<file path="config.mk">
export PLATFORM = sky130hd
export DESIGN_NAME = key_debouncer_flat
export DESIGN_NICKNAME = d
export VERILOG_FILES = /design/src/rtl/key_debouncer_pkg.sv /design/src/rtl/key_debouncer_if.sv /design/src/rtl/key_debouncer_two_flop_sync.sv /design/src/rtl/key_debouncer.sv /design/src/flat_wrapper.sv
export SDC_FILE = /design/constraint.sdc
export NUM_CORES = 1
export LEC_CHECK = 0
export CORE_MARGIN = 8
export CORE_UTILIZATION = 40
export CTS_BUF_LIST = sky130_fd_sc_hd__clkbuf_16
export DETAILED_ROUTE_END_ITERATION = 6
export GPL_ROUTABILITY_DRIVEN = 0
export HOLD_SLACK_MARGIN = 0.02
export REMOVE_ABC_BUFFERS = 1
export SLEW_MARGIN = 20
export SYNTH_ARGS = -nofsm -noshare
export SYNTH_HDL_FRONTEND = slang
export SYNTH_SLANG_ARGS = --single-unit
</file>
<file path="constraint.sdc">
create_clock -name PIN_Y2 -period 2.2 [get_ports PIN_Y2]
set_input_delay 0.66 -clock PIN_Y2 [delete_from_list [all_inputs] [get_ports PIN_Y2]]
set_output_delay 0.66 -clock PIN_Y2 [all_outputs]
set_load 0.01 [all_outputs]
</file>
<file path="src/rtl/key_debouncer_pkg.sv">
// Shared definitions for the pushbutton debouncer: FSM state encoding and
// default timing derivation.
package key_pkg;

    localparam logic [1:0] ST_IDLE         = 2'd0;
    localparam logic [1:0] ST_WAIT_PRESS   = 2'd1;
    localparam logic [1:0] ST_PRESSED      = 2'd2;
    localparam logic [1:0] ST_WAIT_RELEASE = 2'd3;

    localparam int CLK_HZ_DEFAULT      = 50000000;
    localparam int DEBOUNCE_MS_DEFAULT = 20;

    // Qualification length in clock cycles for a given clock and debounce time.
    function automatic int stable_cycles(input int clk_hz, input int ms);
        return (clk_hz / 1000) * ms;
    endfunction

endpackage

</file>
<file path="src/rtl/key_debouncer_if.sv">
// Key input and conditioned outputs of the debouncer; slave is the debouncer
// side, master is whoever drives the raw key and consumes the strobes.
interface key_debouncer_if;

    logic KEY_3;
    logic filtered;
    logic press_pulse;
    logic release_pulse;

    modport master (
        output KEY_3,
        input  filtered,
        input  press_pulse,
        input  release_pulse
    );

    modport slave (
        input  KEY_3,
        output filtered,
        output press_pulse,
        output release_pulse
    );

endinterface

</file>
<file path="src/rtl/key_debouncer_two_flop_sync.sv">
// Plain two-flop synchroniser for a single asynchronous level, reset to 0.
// Shared with the other switch inputs on the board.
module two_flop_sync (
    input  logic clk_i,
    input  logic rst_i,
    input  logic d_i,
    output logic q_o
);

    logic q1_q;
    logic q2_q;

    always_ff @(posedge clk_i) begin
        if (rst_i) begin
            q1_q <= 1'b0;
            q2_q <= 1'b0;
        end else begin
            q1_q <= d_i;
            q2_q <= q1_q;
        end
    end

    assign q_o = q2_q;

endmodule

</file>
<file path="src/rtl/key_debouncer.sv">
// Pushbutton conditioner: synchronises active-low KEY_3, qualifies each new
// level for STABLE_CYCLES cycles, and emits a clean level plus edge strobes.
//
// state           | meaning
// ----------------+---------------------------------------------------
// ST_IDLE         | key accepted as released, watching for a press
// ST_WAIT_PRESS   | press seen, counting stable cycles before accepting
// ST_PRESSED      | key accepted as pressed, watching for a release
// ST_WAIT_RELEASE | release seen, counting stable cycles before accepting
module key_debouncer
    import key_pkg::*;
#(
    parameter int CLK_HZ        = CLK_HZ_DEFAULT,
    parameter int STABLE_CYCLES = stable_cycles(CLK_HZ, DEBOUNCE_MS_DEFAULT)
) (
    input  logic            PIN_Y2,
    input  logic            SW17,
    key_debouncer_if.slave  key_if
);

    localparam int CNT_W = $clog2(STABLE_CYCLES + 1);
    localparam logic [CNT_W-1:0] CNT_ONE = CNT_W'(1);
    localparam logic [CNT_W-1:0] CNT_MAX = CNT_W'(STABLE_CYCLES);

    logic             key_pressed_raw;
    logic             s;
    logic [1:0]       state_q,    state_d;
    logic [CNT_W-1:0] cnt_q,      cnt_d;
    logic             filtered_q, filtered_d;
    logic             press_q,    press_d;
    logic             release_q,  release_d;

    assign key_pressed_raw = ~key_if.KEY_3;

    two_flop_sync u_sync (
        .clk_i (PIN_Y2),
        .rst_i (SW17),
        .d_i   (key_pressed_raw),
        .q_o   (s)
    );

    // Any sample of the old level drops back to the settled state with cnt
    // cleared, so qualification always restarts from scratch.
    always_comb begin
        state_d    = state_q;
        cnt_d      = cnt_q;
        filtered_d = filtered_q;
        press_d    = 1'b0;
        release_d  = 1'b0;
        case (state_q)
            ST_IDLE: begin
                if (s) begin
                    state_d = ST_WAIT_PRESS;
                    cnt_d   = CNT_ONE;
                end else begin
                    cnt_d   = '0;
                end
            end
            ST_WAIT_PRESS: begin
                if (!s) begin
                    state_d = ST_IDLE;
                    cnt_d   = '0;
                end else if (cnt_q == CNT_MAX) begin
                    state_d    = ST_PRESSED;
                    filtered_d = 1'b1;
                    press_d    = 1'b1;
                    cnt_d      = '0;
                end else begin
                    cnt_d = cnt_q + CNT_ONE;
                end
            end
            ST_PRESSED: begin
                if (!s) begin
                    state_d = ST_WAIT_RELEASE;
                    cnt_d   = CNT_ONE;
                end else begin
                    cnt_d   = '0;
                end
            end
            ST_WAIT_RELEASE: begin
                if (s) begin
                    state_d = ST_PRESSED;
                    cnt_d   = '0;
                end else if (cnt_q == CNT_MAX) begin
                    state_d    = ST_IDLE;
                    filtered_d = 1'b0;
                    release_d  = 1'b1;
                    cnt_d      = '0;
                end else begin
                    cnt_d = cnt_q + CNT_ONE;
                end
            end
            default: begin
                state_d = ST_IDLE;
                cnt_d   = '0;
            end
        endcase
    end

    always_ff @(posedge PIN_Y2) begin
        if (SW17) begin
            state_q    <= ST_IDLE;
            cnt_q      <= '0;
            filtered_q <= 1'b0;
            press_q    <= 1'b0;
            release_q  <= 1'b0;
        end else begin
            state_q    <= state_d;
            cnt_q      <= cnt_d;
            filtered_q <= filtered_d;
            press_q    <= press_d;
            release_q  <= release_d;
        end
    end

    assign key_if.filtered      = filtered_q;
    assign key_if.press_pulse   = press_q;
    assign key_if.release_pulse = release_q;

endmodule

</file>
<file path="src/flat_wrapper.sv">
// flat-port wrapper written by rule: the top's interface ports become plain ports
module key_debouncer_flat import key_pkg::*;
#(
    parameter int CLK_HZ        = CLK_HZ_DEFAULT,
    parameter int STABLE_CYCLES = stable_cycles(CLK_HZ, DEBOUNCE_MS_DEFAULT)
)
  (PIN_Y2, SW17, key_if_KEY_3, key_if_filtered, key_if_press_pulse, key_if_release_pulse);
  key_debouncer_if key_if_i ();
  input  logic PIN_Y2;
  input  logic SW17;
  input wire logic [$bits(key_if_i.KEY_3)-1:0] key_if_KEY_3;
  output wire logic [$bits(key_if_i.filtered)-1:0] key_if_filtered;
  output wire logic [$bits(key_if_i.press_pulse)-1:0] key_if_press_pulse;
  output wire logic [$bits(key_if_i.release_pulse)-1:0] key_if_release_pulse;
  assign key_if_i.KEY_3 = key_if_KEY_3;
  assign key_if_filtered = key_if_i.filtered;
  assign key_if_press_pulse = key_if_i.press_pulse;
  assign key_if_release_pulse = key_if_i.release_pulse;
  key_debouncer #(.CLK_HZ(CLK_HZ), .STABLE_CYCLES(STABLE_CYCLES)) u_core (.PIN_Y2(PIN_Y2), .SW17(SW17), .key_if(key_if_i));
endmodule
</file>
==> results_dict.tcl <==
set metrics [dict create \
    grt_pass1_wl_um 3843 \
    grt_max_degree 20 \
    placed_area_sq_um 1294 \
    busiest_layer "met2" \
    drv_slew 0 \
    ys_seq_elements 27 \
    cts_max_level 1 \
    finalNetCount 149 \
    clock-root-buffer "clkbuf_16" \
    wl_per_cell_um 12.19 \
    syn_inst 134 \
    area_growth_pct 14.39 \
    status "complete, no violations" \
    post-route-util_pct 46.48 \
    rrSetupSlack_ns 0.22 \
    setup_viol 0 \
    ys_top_cells_by_area "dfxtp_1, xnor2_1, nor2_1" \
    swShare_pct 18.21 \
    yosysUniqueCellTypes 35 \
    slowest_delay_ns 0.49 \
    grtUsageMet1_pct 10.86 \
    hold_class "flop to flop" \
    p_int_mw 0.7467 \
    drt_first_pass_iters 4 \
    pwr_density_cell_nw_per_um2 665.1 \
    p_comb_share_pct 1.9 \
    fin_skew_ns 0.005316 \
    synth.most_common_cell "dfxtp_1" \
    cp_cell_sequence "ha_1 > nand2_1 > or3_4 > or4_4 > a21oi_2" \
    initial_utilization_pct 40.64 \
    syn-cell-area_sq_um 1200 \
    hold_ws_ns 0.4438 \
    seqPwrFrac_pct 54.4 \
    drt-total-wl_um 2146 \
    vdd_drop_max_mv 0.3658 \
    synth_edf_count 0 \
    clk_path_buf_depth 2 \
    cp_slowest_cell "or4_4" \
    hold_viol_final 0 \
    design_area_sq_um 1373 \
    netSwitchingPower_mw 0.1663 \
    rsz0062_at_grt "no" \
    grt_use_total_pct 9.450 \
    clk_transition_reported_paths_ns 0.06 \
    min_to "u_core.u_sync.q_o" \
    clock_sinks 27 \
    first_global_vias 903 \
    worstHoldPathCells 1 \
    num_vias 926 \
    fillers 301 \
    antenna_found_initial 0 \
    die_x_um 70.77 \
    fin_ws_ns 0.2168 \
    dp_cells 172 \
    post-route-drc-count 0 \
    postCtsSetupBuffers 0 \
    hpwl_um 1595 \
    fmax_mhz 504.2 \
    clock_power_share_pct 43.6 \
    grt_overflow 0 \
    met3_usage_pct 3.531 \
    final_cells 176 \
    pre_cts_slack_ns 0.1353 \
    period_minus_slack_ns 1.983 \
    hold_start "u_core.u_sync.q1_q" \
    netlist_top_cells_count "dfxtp_1, nor2_1, xnor2_1" \
    core_sq_um 2953 \
    seq_area_frac_synth_pct 45.05 \
    async_reset_ff_share_pct 0 \
    cp.arrival_ns 2.17 \
    max-slew-margin-rel_pct 60.22 \
    worst-r2r-cell-count 5 \
    rows 20 \
    crit_required_ns 2.39 \
    worstPathMaxFanout 6 \
    antenna_cells 0 \
    worst_setup_path_end_kind "flop" \
    port_buffers 5 \
    ys.flop_type "dfxtp_1" \
    cts_hold_buffers 0 \
    yosysTopAreaCellShare_pct 45.05 \
    layout-drive-gt1-share_pct 8.392 \
    worstSetupStartpointType "flop" \
    clock_latency_ns 0.26 \
    ios 6 \
    ant_nets 0 \
    total_power_mw 0.9130 \
    tightest_slew_ns 0.5968 \
    cts_made_buffers 3 \
    fin_setup_tns_ns 0 \
    leakage_nw 0.4066 \
    grt_use_met2_pct 15.14 \
    cts_tree "done" \
    drtIter0Drc 59 \
    max_cap_viol_count 0 \
    synth_largest_area_cell "dfxtp_1" \
    finalCritPeriodShare_pct 90.15 \
    ctsResizeCount 0 \
    rr_endpoint "u_core.cnt_q[18]" \
    dieHeight_um 70.77 \
    crit_type "flop to flop" \
    yosys_warnings 0 \
    viasPerCell 5.261 \
    dieArea_sq_um 5008 \
    avgSynthCellArea_sq_um 8.954 \
    r2r_start "u_core.cnt_q[0]" \
]
==> critical path: cells and delay by family, from the launching register on <==
family,cells,cell delay [ns]
simple gates,3,1.07
flops,1,0.44
fa+ha+maj,1,0.27
compound gates,1,0.14
==> final cells by class <==
| cell class | count | area, sq um | share of cell area (%) |
|---|---|---|---|
| well taps | 33 | 41.29 | 3.008 |
| flip-flops and latches | 27 | 540.5 | 39.38 |
| clock buffers | 3 | 75.07 | 5.469 |
| clock inverters | 1 | 3.754 | 0.2735 |
| repair buffers | 7 | 65.06 | 4.740 |
| multi-input cells | 97 | 616.8 | 44.94 |
| inverters | 8 | 30.03 | 2.188 |
==> flip-flops by register name, summed over array words and instances (netlist names), named ones only <==
| signal | cells |
|---|---|
| u_core.key_if.filtered | 1 |
| u_core.state_q | 1 |
| u_core.key_if.press_pulse | 1 |
| u_core.cnt_q | 20 |
| u_core.u_sync.q_o | 1 |
| u_core.u_sync.q1_q | 1 |
| u_core.key_if.release_pulse | 1 |
==> power groups by stage <==
stage               logic (mW)  clock network [mW]  registers (mW)
floorplan              0.00602                   0           0.508
global placement        0.0176                   0           0.507
detailed placement      0.0180                   0           0.508
CTS                     0.0182               0.420           0.497
global route            0.0201               0.441           0.497
finish                  0.0177               0.398           0.497
==> cell families (layout without fill, tap and decap cells) <==
family	after synthesis	count (layout)	share of synthesized area (%)
fa+ha+maj	2	2	2.085
buf+inv	10	19	3.545
compound gates	16	16	8.238
flops	27	27	45.05
xor+xnor	14	14	10.22
simple gates	65	65	30.87
==> placed cells by master, fill, tap and decap left out, drive strengths merged, types with 3 or more instances in the layout <==
master / instances
a21oi: 5
clkbuf: 3
clkdlybuf4s50: 5
dfxtp: 27
inv: 9
nand2: 4
nand3: 10
nand4: 3
nor2: 19
nor3: 6
nor4: 4
o21ai: 5
or3: 6
or4: 3
xnor2: 11
xor2: 3
==> per-layer routing <==
layer	wire length [um]	vias to the layer above
met5	0	-
met4	30	0
met3	93	5
met2	986	13
met1	1035	418
li1	-	490
==> how the worst max path moves through the flow <==
stage                    start                to  slack (ns)  depth (start not counted)
3_5_place_dp              SW17  u_core.cnt_q[17]        0.14                          4
5_1_grt        u_core.cnt_q[5]  u_core.cnt_q[14]        0.07                          4
4_1_cts        u_core.cnt_q[5]  u_core.cnt_q[12]        0.20                          4
2_1_floorplan  u_core.cnt_q[0]  u_core.cnt_q[18]        0.43                          5
6_report       u_core.cnt_q[0]  u_core.cnt_q[18]        0.22                          5
3_3_place_gp              SW17   u_core.cnt_q[5]        0.17                          4
Note: power is estimated with default switching activity, not from simulation.
==> edit 1 (same settings) <==
Set the package constant `DEBOUNCE_MS_DEFAULT` to 10 (it was 20).
--- a/src/rtl/key_debouncer_pkg.sv
+++ b/src/rtl/key_debouncer_pkg.sv
@@ -8,7 +8,7 @@
     localparam logic [1:0] ST_WAIT_RELEASE = 2'd3;
 
     localparam int CLK_HZ_DEFAULT      = 50000000;
-    localparam int DEBOUNCE_MS_DEFAULT = 20;
+    localparam int DEBOUNCE_MS_DEFAULT = 10;
 
     // Qualification length in clock cycles for a given clock and debounce time.
     function automatic int stable_cycles(input int clk_hz, input int ms);
Check against the original RTL: same outputs for any inputs over 10 cycles, from zero or initial values; that may be too few to reach the edited logic, so the function may still have changed.
==> edit 1 against the original RTL <==
Sequential cell count fell by 1. Power fell by 1.9%. Area after synthesis shrank 0.73%. Die area is 0.56% lower. Design area shrank 0.55%. Wire length up 3.0%. Synthesized cell count fell by 3.0%. Largest cell class unchanged. Highest routed layer unchanged. Setup slack got worse by 45 ps.
==> edit 1: results <==
set metrics [dict create \
    final_layout_size_suffix_gt1_frac 0.101 \
    timing_worst_setup_path_type "flop to flop" \
    power.ir.vdd_worst_v 0.000223 \
    post_cts_resized 0 \
    timing.critical_path.fanout_max 18 \
    synthArstFlopShare 0 \
    hp-class "flop to flop" \
    first_pass_grt_wire_length_mm 3.97 \
    cts_made_buffers 3 \
    max_stage_delay_ps 380 \
    nets 146 \
    fin_skew_ps 2.58 \
    first_global_vias 935 \
    regToRegEndpoint "u_core.cnt_q[8]" \
    critical_path.reg2reg.startpoint "u_core.cnt_q[0]" \
    detailedRoute.firstPassIterationCount 4 \
    r2r_setup_slack_ps 170 \
    most_instantiated_cells_after_synthesis "sky130_fd_sc_hd__dfxtp_1 (26), sky130_fd_sc_hd__nor2_1 (18), sky130_fd_sc_hd__inv_1 (10), sky130_fd_sc_hd__xnor2_1 (10), sky130_fd_sc_hd__nor3_1 (7)" \
    yosys.cell_types.count 33 \
    fillCellCount 302 \
    clk_transition_reported_paths_ps 60 \
    groute.usage.overall 0.0980 \
    cp_top_family "simple AND/OR/NAND/NOR gates" \
    cts.path.max_buffers 2 \
    cts_root_buf "sky130_fd_sc_hd__clkbuf_16" \
    status "completed" \
    max_ffs_per_register 19 \
    io_buffer_count 5 \
    antenna_cells_inserted 0 \
    min_from "u_core.u_sync.q1_q" \
    grt_antenna_before_repair 0 \
    detail_route.iter0.violations 20 \
    reg2reg_depth 7 \
    routed_wirelength_mm 2.21 \
    vias 926 \
    cts-htree-levels 1 \
    grt_max_degree 19 \
    timing.max_slew.rel_slack 0.680 \
    cts_setup_buffers 0 \
    synth-seq-area-share 0.437 \
    postCtsHoldBufs 0 \
    worstHoldEndpoint "u_core.u_sync.q_o" \
    slowest_stage "sky130_fd_sc_hd__o311ai_4" \
    synthTopCellsByArea "sky130_fd_sc_hd__dfxtp_1 (44%), sky130_fd_sc_hd__xnor2_1 (7.4%), sky130_fd_sc_hd__nor2_1 (5.7%)" \
    hpwl_mm 1.64 \
    holdPathStages 1 \
    total_leakage_power_nw 0.407 \
    ys.warnings.count 0 \
    cp.arrival_ps 2170 \
    clkLatencyLatePin_ps 260 \
    largest-register "u_core.cnt_q" \
]
## edit 1: changes by cell type after synthesis, sizes merged, moves of 2 or more
cell   before  now
nand3      10    7
inv         8   10
nand4       3    5
nor4        4    2
nor4b       1    3
o21a        0    2
or3         6    4
## edit 1: cells by family (layout without fill, tap and decap cells)
family / Yosys count / count (layout) / share of synthesized area
AND/OR/NAND/NOR: 60 / 60 / 0.299
flip-flops: 26 / 26 / 0.437
AO/OA/AOI/OAI: 18 / 18 / 0.110
XOR/XNOR: 12 / 12 / 0.0882
buffers and inverters: 12 / 21 / 0.0441
adder cells (fa/ha/maj): 2 / 2 / 0.0210
## edit 1: routing by layer
layer | part of all wire | GRT usage | vias to the layer above
met2 | 0.49 | 0.167 | 10
li1 | - | - | 476
met1 | 0.45 | 0.106 | 435
met5 | 0 | 0 | -
met3 | 0.037 | 0.0297 | 5
met4 | 0.018 | 0.0531 | 0
## edit 1: area by class of cell
cell class,count,area [sq um],area share
Sequential cell,26,520,0.381
Clock buffer,3,75.1,0.0550
Inverter,10,37.5,0.0275
Tap cell,33,41.3,0.0302
Timing Repair Buffer,8,72.6,0.0532
Multi-Input combinational cell,92,618,0.453
## edit 1: stage by stage
step | hold slack [ps] | std cells | setup slack, ps | area (sq um)
after global placement | 425 | 169 | 277 | 1290
after floorplan | 414 | 128 | 346 | 1180
after detailed placement | 436 | 169 | 216 | 1290
after CTS | 451 | 172 | 146 | 1370
after global routing | 468 | 172 | 49.4 | 1370
final | 442 | 172 | 171 | 1370
## edit 1: power by group
part / internal, W / switching, W / total (W)
clock network: 0.000240 / 0.000148 / 0.000388
registers: 0.000477 / 0.00000416 / 0.000481
logic: 0.0000157 / 0.0000111 / 0.0000268
total: 0.000733 / 0.000163 / 0.000896
==> edit 2 (same flow settings) <==
Without the edit above. Register the input `SW17` before use, without a reset. The logic sees it one clock later. The other inputs are not delayed to match.
--- a/src/rtl/key_debouncer.sv
+++ b/src/rtl/key_debouncer.sv
@@ -22,6 +22,12 @@
     localparam logic [CNT_W-1:0] CNT_ONE = CNT_W'(1);
     localparam logic [CNT_W-1:0] CNT_MAX = CNT_W'(STABLE_CYCLES);
 
+    logic SW17_q;
+
+    always_ff @(posedge PIN_Y2) begin
+        SW17_q <= SW17;
+    end
+
     logic             key_pressed_raw;
     logic             s;
     logic [1:0]       state_q,    state_d;
@@ -34,7 +40,7 @@
 
     two_flop_sync u_sync (
         .clk_i (PIN_Y2),
-        .rst_i (SW17),
+        .rst_i (SW17_q),
         .d_i   (key_pressed_raw),
         .q_o   (s)
     );
@@ -98,7 +104,7 @@
     end
 
     always_ff @(posedge PIN_Y2) begin
-        if (SW17) begin
+        if (SW17_q) begin
             state_q    <= ST_IDLE;
             cnt_q      <= '0;
             filtered_q <= 1'b0;
Formal check against the unedited RTL: same outputs for any inputs over 10 cycles, from zero or initial values; that may be too few to reach the edited logic, so the function may still have changed.
==> edit 2 against the original RTL <==
Critical path depth up 1. Design area down 0.37%. Setup slack better by 72 ps. Combinational power down 10%. Fmax up 3.8%. Sequential cell count up 1. Count of clock-buffer cells in the layout unchanged. Wire length up 0.23%. Area after synthesis up 1.0%. Power up 2.9%. Die area up 0.81%. Critical path type unchanged. Critical endpoint is now u_core.key_if.filtered. Largest cell class unchanged.
==> edit 2: results <==
set metrics [dict create \
    complex_gate_fraction_of_the_synthesized_area 0.0846 \
    ys.warnings.count 0 \
    power_of_the_sequential_group_w 0.000517 \
    syn_avg_cell_area_sq_um 8.98 \
    post_cts_resized 0 \
    r2r_setup_slack_ps 290 \
    reg2reg_depth 6 \
    synth-xor-area-share 0.0939 \
    synthTopCellsByArea "sky130_fd_sc_hd__dfxtp_1 (46%), sky130_fd_sc_hd__xor2_1 (8.7%), sky130_fd_sc_hd__nor2_1 (5.6%)" \
    hp-class "flop to flop" \
    power_per_cell_area_mw_per_mm2 687 \
    timing.critical_path.fanout_max 5 \
    finish.cell_count_without_fillers 174 \
    ff_latch_area_sq_um 561 \
    cts.path.max_buffers 2 \
    fin_skew_ps 3.56 \
    non_clock_buffer_count 7 \
    clkSinkCount 28 \
    first_global_vias 834 \
    worst_slew_pin_tran_ps 295 \
    post-place-ws_ps 300 \
    yosys.cell_types.count 32 \
    dpl_cell_area_sq_mm 0.00129 \
    clk_share 0.0576 \
    multi_input_area_share 0.441 \
    first_pass_grt_wire_length_mm 3.75 \
    post_drt_wl_per_cell_um 12.4 \
    power_consumed_by_the_clock_network_w 0.000407 \
    fin_total_pwr_w 0.000939 \
    buf_share 0.0476 \
    cp.arrival_ps 2100 \
    status "completed" \
    groute.usage.overall 0.0931 \
    die-area_sq_mm 0.00505 \
    slowest_stage "sky130_fd_sc_hd__or4b_1" \
    detailedRoute.firstPassIterationCount 4 \
    power.ir.vdd_worst_v 0.000290 \
    avgViaCountPerCell 5.32 \
    total_switching_power_w 0.000174 \
    nets 147 \
    detail_route.iter0.violations 54 \
    min_from "u_core.u_sync.q1_q" \
    worst_setup_path_endpoint "u_core.key_if.filtered" \
    most_instantiated_cells_after_synthesis "sky130_fd_sc_hd__dfxtp_1 (28), sky130_fd_sc_hd__nor2_1 (18), sky130_fd_sc_hd__xor2_1 (12), sky130_fd_sc_hd__nand3_1 (9)" \
    grt_max_degree 20 \
    final_layout_size_suffix_gt1_frac 0.0567 \
    total_leakage_power_nw 0.440 \
    inverters 5 \
    fillCellCount 289 \
    max_ffs_per_register 20 \
    hpwl_mm 1.56 \
    cts_made_buffers 3 \
    fin_worst_hold_slack_ps 445 \
    max_clock_freq_ghz 0.523 \
    synthAdderAreaFrac 0.0206 \
    synth-seq-area-share 0.462 \
]
## edit 2: cell types whose count changed in the layout (fill, tap and decap cells not counted), sizes merged, moves of 3 or more
cell,before,now
xnor2,11,1
xor2,3,12
inv,9,5
nand4,3,7
nor4,4,0
and4,1,4
## edit 2: how the worst min path moves through the flow
| stage | cells past startpoint | end |
|---|---|---|
| after floorplan | 1 | u_core.u_sync.q_o |
| after global placement | 1 | u_core.u_sync.q_o |
| after detailed placement | 1 | u_core.u_sync.q_o |
| after CTS | 1 | u_core.u_sync.q_o |
| after global routing | 1 | u_core.u_sync.q_o |
| final | 1 | u_core.u_sync.q_o |
## edit 2: per-layer routing
metal / vias to the layer above / GRT usage / share of wire
met5: - / 0 / 0
met4: 0 / 0.0647 / 0.026
met3: 5 / 0.0268 / 0.038
met2: 11 / 0.137 / 0.46
met1: 421 / 0.114 / 0.47
li1: 489 / - / -
